$ cat src/rtl/fifo_pkg.sv
`timescale 1ns/100ps
// fifo_pkg: shared defaults, width helper and status bundle for the FIFO controller.
package fifo_pkg;

    localparam int FIFO_WIDTH = 8;
    localparam int FIFO_DEPTH = 16;

    // Smallest n with 2**n >= value; usable in constant expressions.
    function automatic int clog2(input int value);
        int result;
        result = 0;
        for (int i = 0; i < 31; i++) begin
            if ((1 << i) < value) begin
                result = i + 1;
            end
        end
        return result;
    endfunction

    // Pointer width carries one lap bit above the RAM address.
    localparam int FIFO_PTR_W = clog2(FIFO_DEPTH) + 1;

    typedef struct packed {
        logic full;
        logic empty;
        logic almost_full;
    } fifo_status_t;

endpackage

$ cat src/rtl/fifo_ptr.sv
`timescale 1ns/100ps
// fifo_ptr: wrapping binary pointer with enable and synchronous reset.
// The top bit is the lap bit; the low bits address the RAM directly.
module fifo_ptr
    import fifo_pkg::*;
#(
    parameter int PTR_W = FIFO_PTR_W
)(
    input  logic             clk,
    input  logic             rst,
    input  logic             en,
    output logic [PTR_W-1:0] ptr
);

    // Advance by one per enabled edge; natural overflow gives the wrap.
    always_ff @(posedge clk) begin
        if (rst) begin
            ptr <= '0;
        end else if (en) begin
            ptr <= ptr + PTR_W'(1);
        end
    end

endmodule

$ cat src/rtl/fifo_ctrl_dp.sv
`timescale 1ns/100ps
// fifo_ctrl_dp: synchronous FIFO controller driving an async-read dual-port RAM.
// Show-ahead read path: the head word is presented combinationally from the RAM.
module fifo_ctrl_dp
    import fifo_pkg::*;
#(
    parameter  int WIDTH     = FIFO_WIDTH,
    parameter  int DEPTH     = FIFO_DEPTH,
    parameter  int AFULL_TH  = DEPTH - 2,
    localparam int DEPTH_LOG = clog2(DEPTH)
)(
    input  logic                 clk,
    input  logic                 rst,
    input  logic                 in_valid,
    input  logic [WIDTH-1:0]     in_data,
    output logic                 in_ready,
    output logic                 out_valid,
    output logic [WIDTH-1:0]     out_data,
    input  logic                 out_ready,
    output logic [DEPTH_LOG:0]   count,
    output logic                 full,
    output logic                 empty,
    output logic                 almost_full,
    output logic                 ovf_err,
    output logic                 udf_err,
    input  logic                 clr_err,
    output logic                 ram_we_n,
    output logic [DEPTH_LOG-1:0] ram_addr_wr,
    output logic [WIDTH-1:0]     ram_data_wr,
    output logic [DEPTH_LOG-1:0] ram_addr_rd,
    input  logic [WIDTH-1:0]     ram_data_rd
);

    localparam int PTR_W = DEPTH_LOG + 1;
    localparam logic [DEPTH_LOG:0] AFULL_LVL = (DEPTH_LOG + 1)'(AFULL_TH);

    logic [PTR_W-1:0] wr_ptr;
    logic [PTR_W-1:0] rd_ptr;
    logic             push;
    logic             pop;
    fifo_status_t     status;

    fifo_ptr #(.PTR_W(PTR_W)) u_wr_ptr (
        .clk (clk),
        .rst (rst),
        .en  (push),
        .ptr (wr_ptr)
    );

    fifo_ptr #(.PTR_W(PTR_W)) u_rd_ptr (
        .clk (clk),
        .rst (rst),
        .en  (pop),
        .ptr (rd_ptr)
    );

    // Status from registered pointers/count only, so no path from in_valid/out_ready.
    always_comb begin
        status             = '0;
        status.empty       = (wr_ptr == rd_ptr);
        status.full        = (wr_ptr[DEPTH_LOG] != rd_ptr[DEPTH_LOG]) &&
                             (wr_ptr[DEPTH_LOG-1:0] == rd_ptr[DEPTH_LOG-1:0]);
        status.almost_full = (count >= AFULL_LVL);
    end

    assign full        = status.full;
    assign empty       = status.empty;
    assign almost_full = status.almost_full;

    // Handshakes; a push into an empty FIFO is not visible for popping until the next cycle.
    always_comb begin
        in_ready  = !status.full && !rst;
        out_valid = !status.empty;
        push      = in_valid && in_ready;
        pop       = out_valid && out_ready;
    end

    // RAM port drive: write lands on the same edge wr_ptr advances; read is show-ahead.
    always_comb begin
        ram_we_n    = ~push;
        ram_addr_wr = wr_ptr[DEPTH_LOG-1:0];
        ram_data_wr = in_data;
        ram_addr_rd = rd_ptr[DEPTH_LOG-1:0];
        out_data    = ram_data_rd;
    end

    // Occupancy register, kept in step with the pointer difference.
    always_ff @(posedge clk) begin
        if (rst) begin
            count <= '0;
        end else begin
            case ({push, pop})
                2'b10:   count <= count + (DEPTH_LOG + 1)'(1);
                2'b01:   count <= count - (DEPTH_LOG + 1)'(1);
                default: count <= count;
            endcase
        end
    end

    // Sticky misuse flags; a new event in the same cycle beats a clear.
    always_ff @(posedge clk) begin
        if (rst) begin
            ovf_err <= 1'b0;
            udf_err <= 1'b0;
        end else begin
            if (in_valid && status.full) begin
                ovf_err <= 1'b1;
            end else if (clr_err) begin
                ovf_err <= 1'b0;
            end
            if (out_ready && status.empty) begin
                udf_err <= 1'b1;
            end else if (clr_err) begin
                udf_err <= 1'b0;
            end
        end
    end

    count_tracks_ptrs: assert property (@(posedge clk) disable iff (rst)
        count == PTR_W'(wr_ptr - rd_ptr));

endmodule

$ cat config.mk
export PLATFORM = sky130hd
export DESIGN_NAME = fifo_ctrl_dp
export DESIGN_NICKNAME = d
export VERILOG_FILES = /design/src/rtl/fifo_pkg.sv /design/src/rtl/fifo_ptr.sv /design/src/rtl/fifo_ctrl_dp.sv
export SDC_FILE = /design/constraint.sdc
export NUM_CORES = 1
export LEC_CHECK = 0
export BUFFER_PORTS_ARGS = -buffer_cell sky130_fd_sc_hd__clkbuf_2
export CAP_MARGIN = 20
export CORE_UTILIZATION = 43
export CTS_BUF_LIST = sky130_fd_sc_hd__clkbuf_8
export DETAILED_ROUTE_END_ITERATION = 10
export PLACE_DENSITY = 0.88
export SLEW_MARGIN = 20
export SYNTH_ARGS = -nofsm -noshare
export SYNTH_HDL_FRONTEND = slang
export SYNTH_SLANG_ARGS = --single-unit
export TNS_END_PERCENT = 5
$ cat constraint.sdc
create_clock -name clk -period 2.9 [get_ports clk]
set_input_delay 0.29 -clock clk [delete_from_list [all_inputs] [get_ports clk]]
set_output_delay 0.29 -clock clk [all_outputs]
set_load 0.02 [all_outputs]
Word-level counts from Yosys, hierarchy flattened --
Cells that the tools add are included.
Word-level totals: register bits after elaboration 17, input port bits 21, output and inout bits 37, logic and storage cells 32
Operators by class: $add $sub $neg 4, $lt $le $gt $ge 1, eq/ne operators 5, muxes and demuxes 4, bitwise logic cells 1, reduce and logical (&&, ||, !) cells 12
Operators by type and width (number):
- $add A5 B1 Y5 const B | 3
- $pmux W5 S2 | 1
- $logic_and A1 B1 Y1 | 6
- $reduce_bool A2 Y1 | 3
- $eq A5 B5 Y1 | 1
- $ge A5 B4 Y1 const B | 1
- $sub A5 B1 Y5 const B | 1
- $eq A4 B4 Y1 | 1
- $logic_not A1 Y1 | 3
- $mux W1 | 3
- $eq A2 B1 Y1 const B | 1
- $eq A2 B2 Y1 const B | 1
- $ne A1 B1 Y1 | 1
- $not A1 Y1 | 1

Longest topological paths before layout --
word-level depth 7, mapped depth 10, mapped depth without buffers 10

By module --
Synthesis repeated with hierarchy kept, for this count alone.
Unflattened totals: cells, all modules 119, area total of the unflattened synthesis 1129.8 µm²
By module, submodules not included:
- fifo_ctrl_dp | times used 1, cells each 75, area an instance 634.4 µm², sequential area each 140.1 µm²
- fifo_ptr | times used 2, cells each 22, area an instance 247.7 µm², sequential area each 100.1 µm²

Worst setup path after synthesis --
No wires, ideal clock.
path type register -> register, start point register u_wr_ptr.ptr[0], end point register count[4], arrival time 2.785 ns, data required time 2.779 ns, slack -0.006 ns, cell stages (with the launch flop) 11, path buffers 0, clock period less this slack 2.906 ns, cells stage by stage dfxtp_1 > xor2_1 > nor4_4 > a21boi_1 > nand2_1 > ha_1 > fa_1 > a21o_1 > a21oi_1 > mux2i_1 > mux2_2
Between the ends: cells in the longest elaborated chain, start to end 7
RTL lines:
- start, declared | RTL line fifo_ptr.sv:12 | output logic [PTR_W-1:0] ptr
- start signal, assigned | RTL line fifo_ptr.sv:20 | ptr <= ptr + PTR_W'(1);
- $eq A4 B4 Y1 | RTL line fifo_ctrl_dp.sv:62 | (wr_ptr[DEPTH_LOG-1:0] == rd_ptr[DEPTH_LOG-1:0]);
- $logic_and A1 B1 Y1 | RTL line fifo_ctrl_dp.sv:61 | status.full = (wr_ptr[DEPTH_LOG] != rd_ptr[DEPTH_LOG]) &&
- $logic_not A1 Y1 | RTL line fifo_ctrl_dp.sv:72 | in_ready = !status.full && !rst;
- $logic_and A1 B1 Y1 | RTL line fifo_ctrl_dp.sv:72
- $logic_and A1 B1 Y1 | RTL line fifo_ctrl_dp.sv:74 | push = in_valid && in_ready;
- $eq A2 B1 Y1 or $eq A2 B2 Y1 (tied branches) | RTL line fifo_ctrl_dp.sv:92 | case ({push, pop})
- $pmux W5 S2 or $reduce_bool A2 Y1 (tied branches)
- end signal, assigned | RTL line fifo_ctrl_dp.sv:93 | 2'b10: count <= count + (DEPTH_LOG + 1)'(1);
- end signal, assigned | RTL line fifo_ctrl_dp.sv:94 | 2'b01: count <= count - (DEPTH_LOG + 1)'(1);
- end signal, assigned | RTL line fifo_ctrl_dp.sv:95 | default: count <= count;
- end, declared | RTL line fifo_ctrl_dp.sv:20 | output logic [DEPTH_LOG:0] count,
Several ways; a longest one is shown, not always the timed one. A chain may end at the register's enable or synchronous reset.

Final worst setup path --
start point register u_rd_ptr.ptr[1], end point register count[4]
RTL lines:
- start, declared | RTL line fifo_ptr.sv:12
- start signal, assigned | RTL line fifo_ptr.sv:20
- $eq A5 B5 Y1 (*) | RTL line fifo_ctrl_dp.sv:60 | status.empty = (wr_ptr == rd_ptr);
- $logic_not A1 Y1 (*) | RTL line fifo_ctrl_dp.sv:73 | out_valid = !status.empty;
- $logic_and A1 B1 Y1 (*) | RTL line fifo_ctrl_dp.sv:75 | pop = out_valid && out_ready;
- net pop | RTL line fifo_ctrl_dp.sv:40 | logic pop;
- $eq A2 B1 Y1 or $eq A2 B2 Y1 (tied branches) | RTL line fifo_ctrl_dp.sv:92
- $pmux W5 S2 or $reduce_bool A2 Y1 (tied branches)
Mark *: on every way through the listed nets, which the timed path passes. The rest lies on a longest branch.

==> metrics.md <==
| Metric | Value |
|---|---|
| Fillers | 252 |
| Placement row count | 18 |
| GRT Util Overall | 0.1836 |
| DIE HEIGHT | 54.96 um |
| CP arrival | 2.91 ns |
| Worst setup EP type | register |
| Outcome | finished clean |
| Area Overhead vs Synth | 8.299% |
| CTS tree | built |
| Final HPWL DP | 1.824 mm |
| Antenna cell count | 0 |
| Detailed Route Iter0 Violations | 9 |
| Clock Latency Late Sink | 0.25 ns |
| Vias | 941 |
| Die area | 3021 um^2 |
| Share of layout cells above drive strength 1 | 0.3699 |
| Unique cell type count in the Yosys netlist | 30 |
| Die W | 54.96 um |
| Final Hold Viols | 0 |
| CP Launch Type | register |
| Nets | 175 |
| Gr ovfl total | 0 |
| Root Driver | clkbuf_8 |
| Asr flop ratio synth | 0 |
| Crit Path Max Fanout | 6 |
| Commonest cells after routing, fill and taps aside | clkbuf_2 (25), nor2_1 (15), dfxtp_1 (12), a21oi_1 (10), nor2b_1 (9) |
| CP Class | register to register |
| DP Cell Count | 172 |
| LEAKAGE | 0.0006581 uW |
| Design Power | 817.2 uW |
| First-pass GRT wire length | 3.933 mm |
| Worst VDD drop | 480.6 uV |
| Max-slew violations | 0 |
| Max Cap Viol | 0 |
| Drt first pass iters | 4 |
| Crit path cell chain | xor2_2 > nor4_4 > a21boi_2 > ha_2 > fa_1 > a21o_1 > a21oi_1 > mux2i_1 > mux2_2 |
| Vias per cell | 5.347 |
| Initial antenna violation count | 0 |
| PortBufs | 25 |
| Syn Nets | 166 |
| Core area | 2567 um^2 |
| Clock Path Buffers | 2 |
| Launching point of the worst reg2reg path | u_rd_ptr.ptr[1] |
| Crit-path slowest cell | fa_1 |
| IO Pins | 58 |
| Clk pin slew, worst setup/hold paths | 0.07 ns |
| Worst Hold Class | input port to register |
| Vias in the first global route | 930 |
| Num CTS Buffers | 3 |
| Syn avg cell area | 8.740 um^2 |
| Worst endpoint required time | 3.05 ns |
| # H-tree levels | 1 |
| Largest net degree at the start of global routing | 25 |
| DRC errors left | 0 |
| Ranking of synthesized cells by area | dfxtp_1 (28%), buf_4 (15%), mux2_1 (6.5%), ha_1 (6.2%), xor2_1 (5.1%) |
| Crit path largest cell delay | 0.41 ns |
| Synth top area share | 0.2822 |
| Hold_buf cts | 0 |
| CP Buf/Inv Count | 0 |
| Predominant post-synthesis flop cell | dfxtp_1 |
| Post-Syn Area | 1206 um^2 |
| Min cycle time layout | 2.762 ns |
| Worst-margin pin slew | 0.4362 ns |
| Top cell family by delay on the critical path | adder cells |
| Post-detailed-route wirelength per cell | 13.93 um |
| EDFF count, synth | 0 |
| Initial Util | 0.4698 |
| PwrDens | 625.6 nW/um^2 |
| Routed WL | 2.452 mm |
| Peak Freq | 362.0 MHz |
| Final setup violation count | 0 |
| Final Cycle Share | 0.9526 |
| Yosys reg bits | 17 |
| Ys Warns | 0 |
| Slew margin rel. | 0.7082 |
| Cell Count, Final, Fillers Out | 176 |
| Crit path launch | u_rd_ptr.ptr[1] |
| Mapped Cells | 138 |
| Worst hold start | clr_err |
| Register area share after synthesis | 0.2822 |
| Clock skew | 0.002096 ns |
| Post-synth top area cell | dfxtp_1 |
| Routed Antenna Nets | 0 |
| CTS Sinks | 17 |
| Commonest non-fill, non-tap cell in the layout | clkbuf_2 |
| GPL Wtd Cong | 0.7566 |
cell families (layout without fill, tap and decap cells):
| family | count (synthesis) | in the layout | synth area share |
|---|---|---|---|
| AND/OR/NAND/NOR | 42 | 42 | 0.1805 |
| buffers and inverters | 32 | 40 | 0.1805 |
| AO/OA/AOI/OAI | 19 | 19 | 0.1048 |
| flip-flops | 17 | 17 | 0.2822 |
| multiplexers | 12 | 12 | 0.1079 |
| XOR/XNOR | 9 | 9 | 0.06536 |
| adder cells (fa/ha/maj) | 7 | 7 | 0.07884 |
metrics by stage:
step | setup TNS, ns | util | hold WS [ns] | worst slack, ns | area (um^2)
after global placement | 0 | 0.4756 | 0.4413 | 0.1836 | 1221
after floorplan | 0 | - | 0.4419 | 0.04226 | 1209
after CTS | 0 | 0.4937 | 0.3170 | 0.01483 | 1267
after global routing | -0.007563 | 0.5088 | 0.3519 | -0.007563 | 1306
after detailed placement | 0 | 0.4756 | 0.4656 | 0.03586 | 1221
final | 0 | 0.5088 | 0.3127 | 0.1376 | 1306
per-layer routing:
layer	GRT usage	part of all wire	vias to the layer above	wire length, um
li1	-	-	453	-
met1	0.1829	0.41	451	1012
met2	0.3454	0.52	27	1287
met3	0.06557	0.049	10	119
met4	0.06667	0.013	0	33
met5	0	0	-	0
worst paths after layout:
| kind | to | slack, ns | cells after the start |
|---|---|---|---|
| worst max register to register | count[4] | 0.14 | 9 |
| worst min-delay path | ovf_err | 0.31 | 4 |
| worst max-delay path | count[4] | 0.14 | 9 |
| worst min register to register | ovf_err | 0.46 | 2 |
area by class of cell:
class                      count  area, um^2  area share
clock buffer                   3       41.29     0.03161
clock inverter                 1       5.005    0.003831
inverter                       4       15.01     0.01149
multi-input combinational     89       683.2      0.5230
sequential                    17       346.6      0.2653
tap                           30       37.54     0.02874
timing repair buffer          32       177.7      0.1360
synth_stat cells, types with 2 or more instances:
| cell | count |
|---|---|
| nand3_1 | 2 |
| clkbuf_1 | 3 |
| mux2i_1 | 4 |
| buf_4 | 24 |
| nor2b_1 | 9 |
| inv_1 | 3 |
| a21oi_1 | 10 |
| xnor2_1 | 2 |
| mux2_1 | 7 |
| nand2_1 | 9 |
| ha_1 | 6 |
| a21o_1 | 2 |
| xor2_1 | 7 |
| nand4_1 | 4 |
| dfxtp_1 | 17 |
| nor2_1 | 15 |
tightest hold or removal path, stage by stage:
cell	delay (ns)
clkbuf_2	0.07
inv_1	0.04
nand2_1	0.06
a21oi_1	0.05
flip-flops by register name, indices dropped and copies added, names as in the netlist:
register / count
count: 5
ovf_err: 1
u_rd_ptr.ptr: 5
u_wr_ptr.ptr: 5
udf_err: 1
where the power goes:
| part | leakage, uW | total (uW) | switching [uW] | internal (uW) |
|---|---|---|---|---|
| sequential | 0.000141 | 298 | 35.0 | 263 |
| clock | 0.0000255 | 179 | 83.8 | 95.4 |
| combinational | 0.000492 | 340 | 199 | 141 |
repair_timing:
action                     4_1_cts  5_1_grt
setup buffers                    0        0
resized for setup                0       10
setup endpoints to repair        0        1
Note: power is estimated with default switching activity, not from simulation.
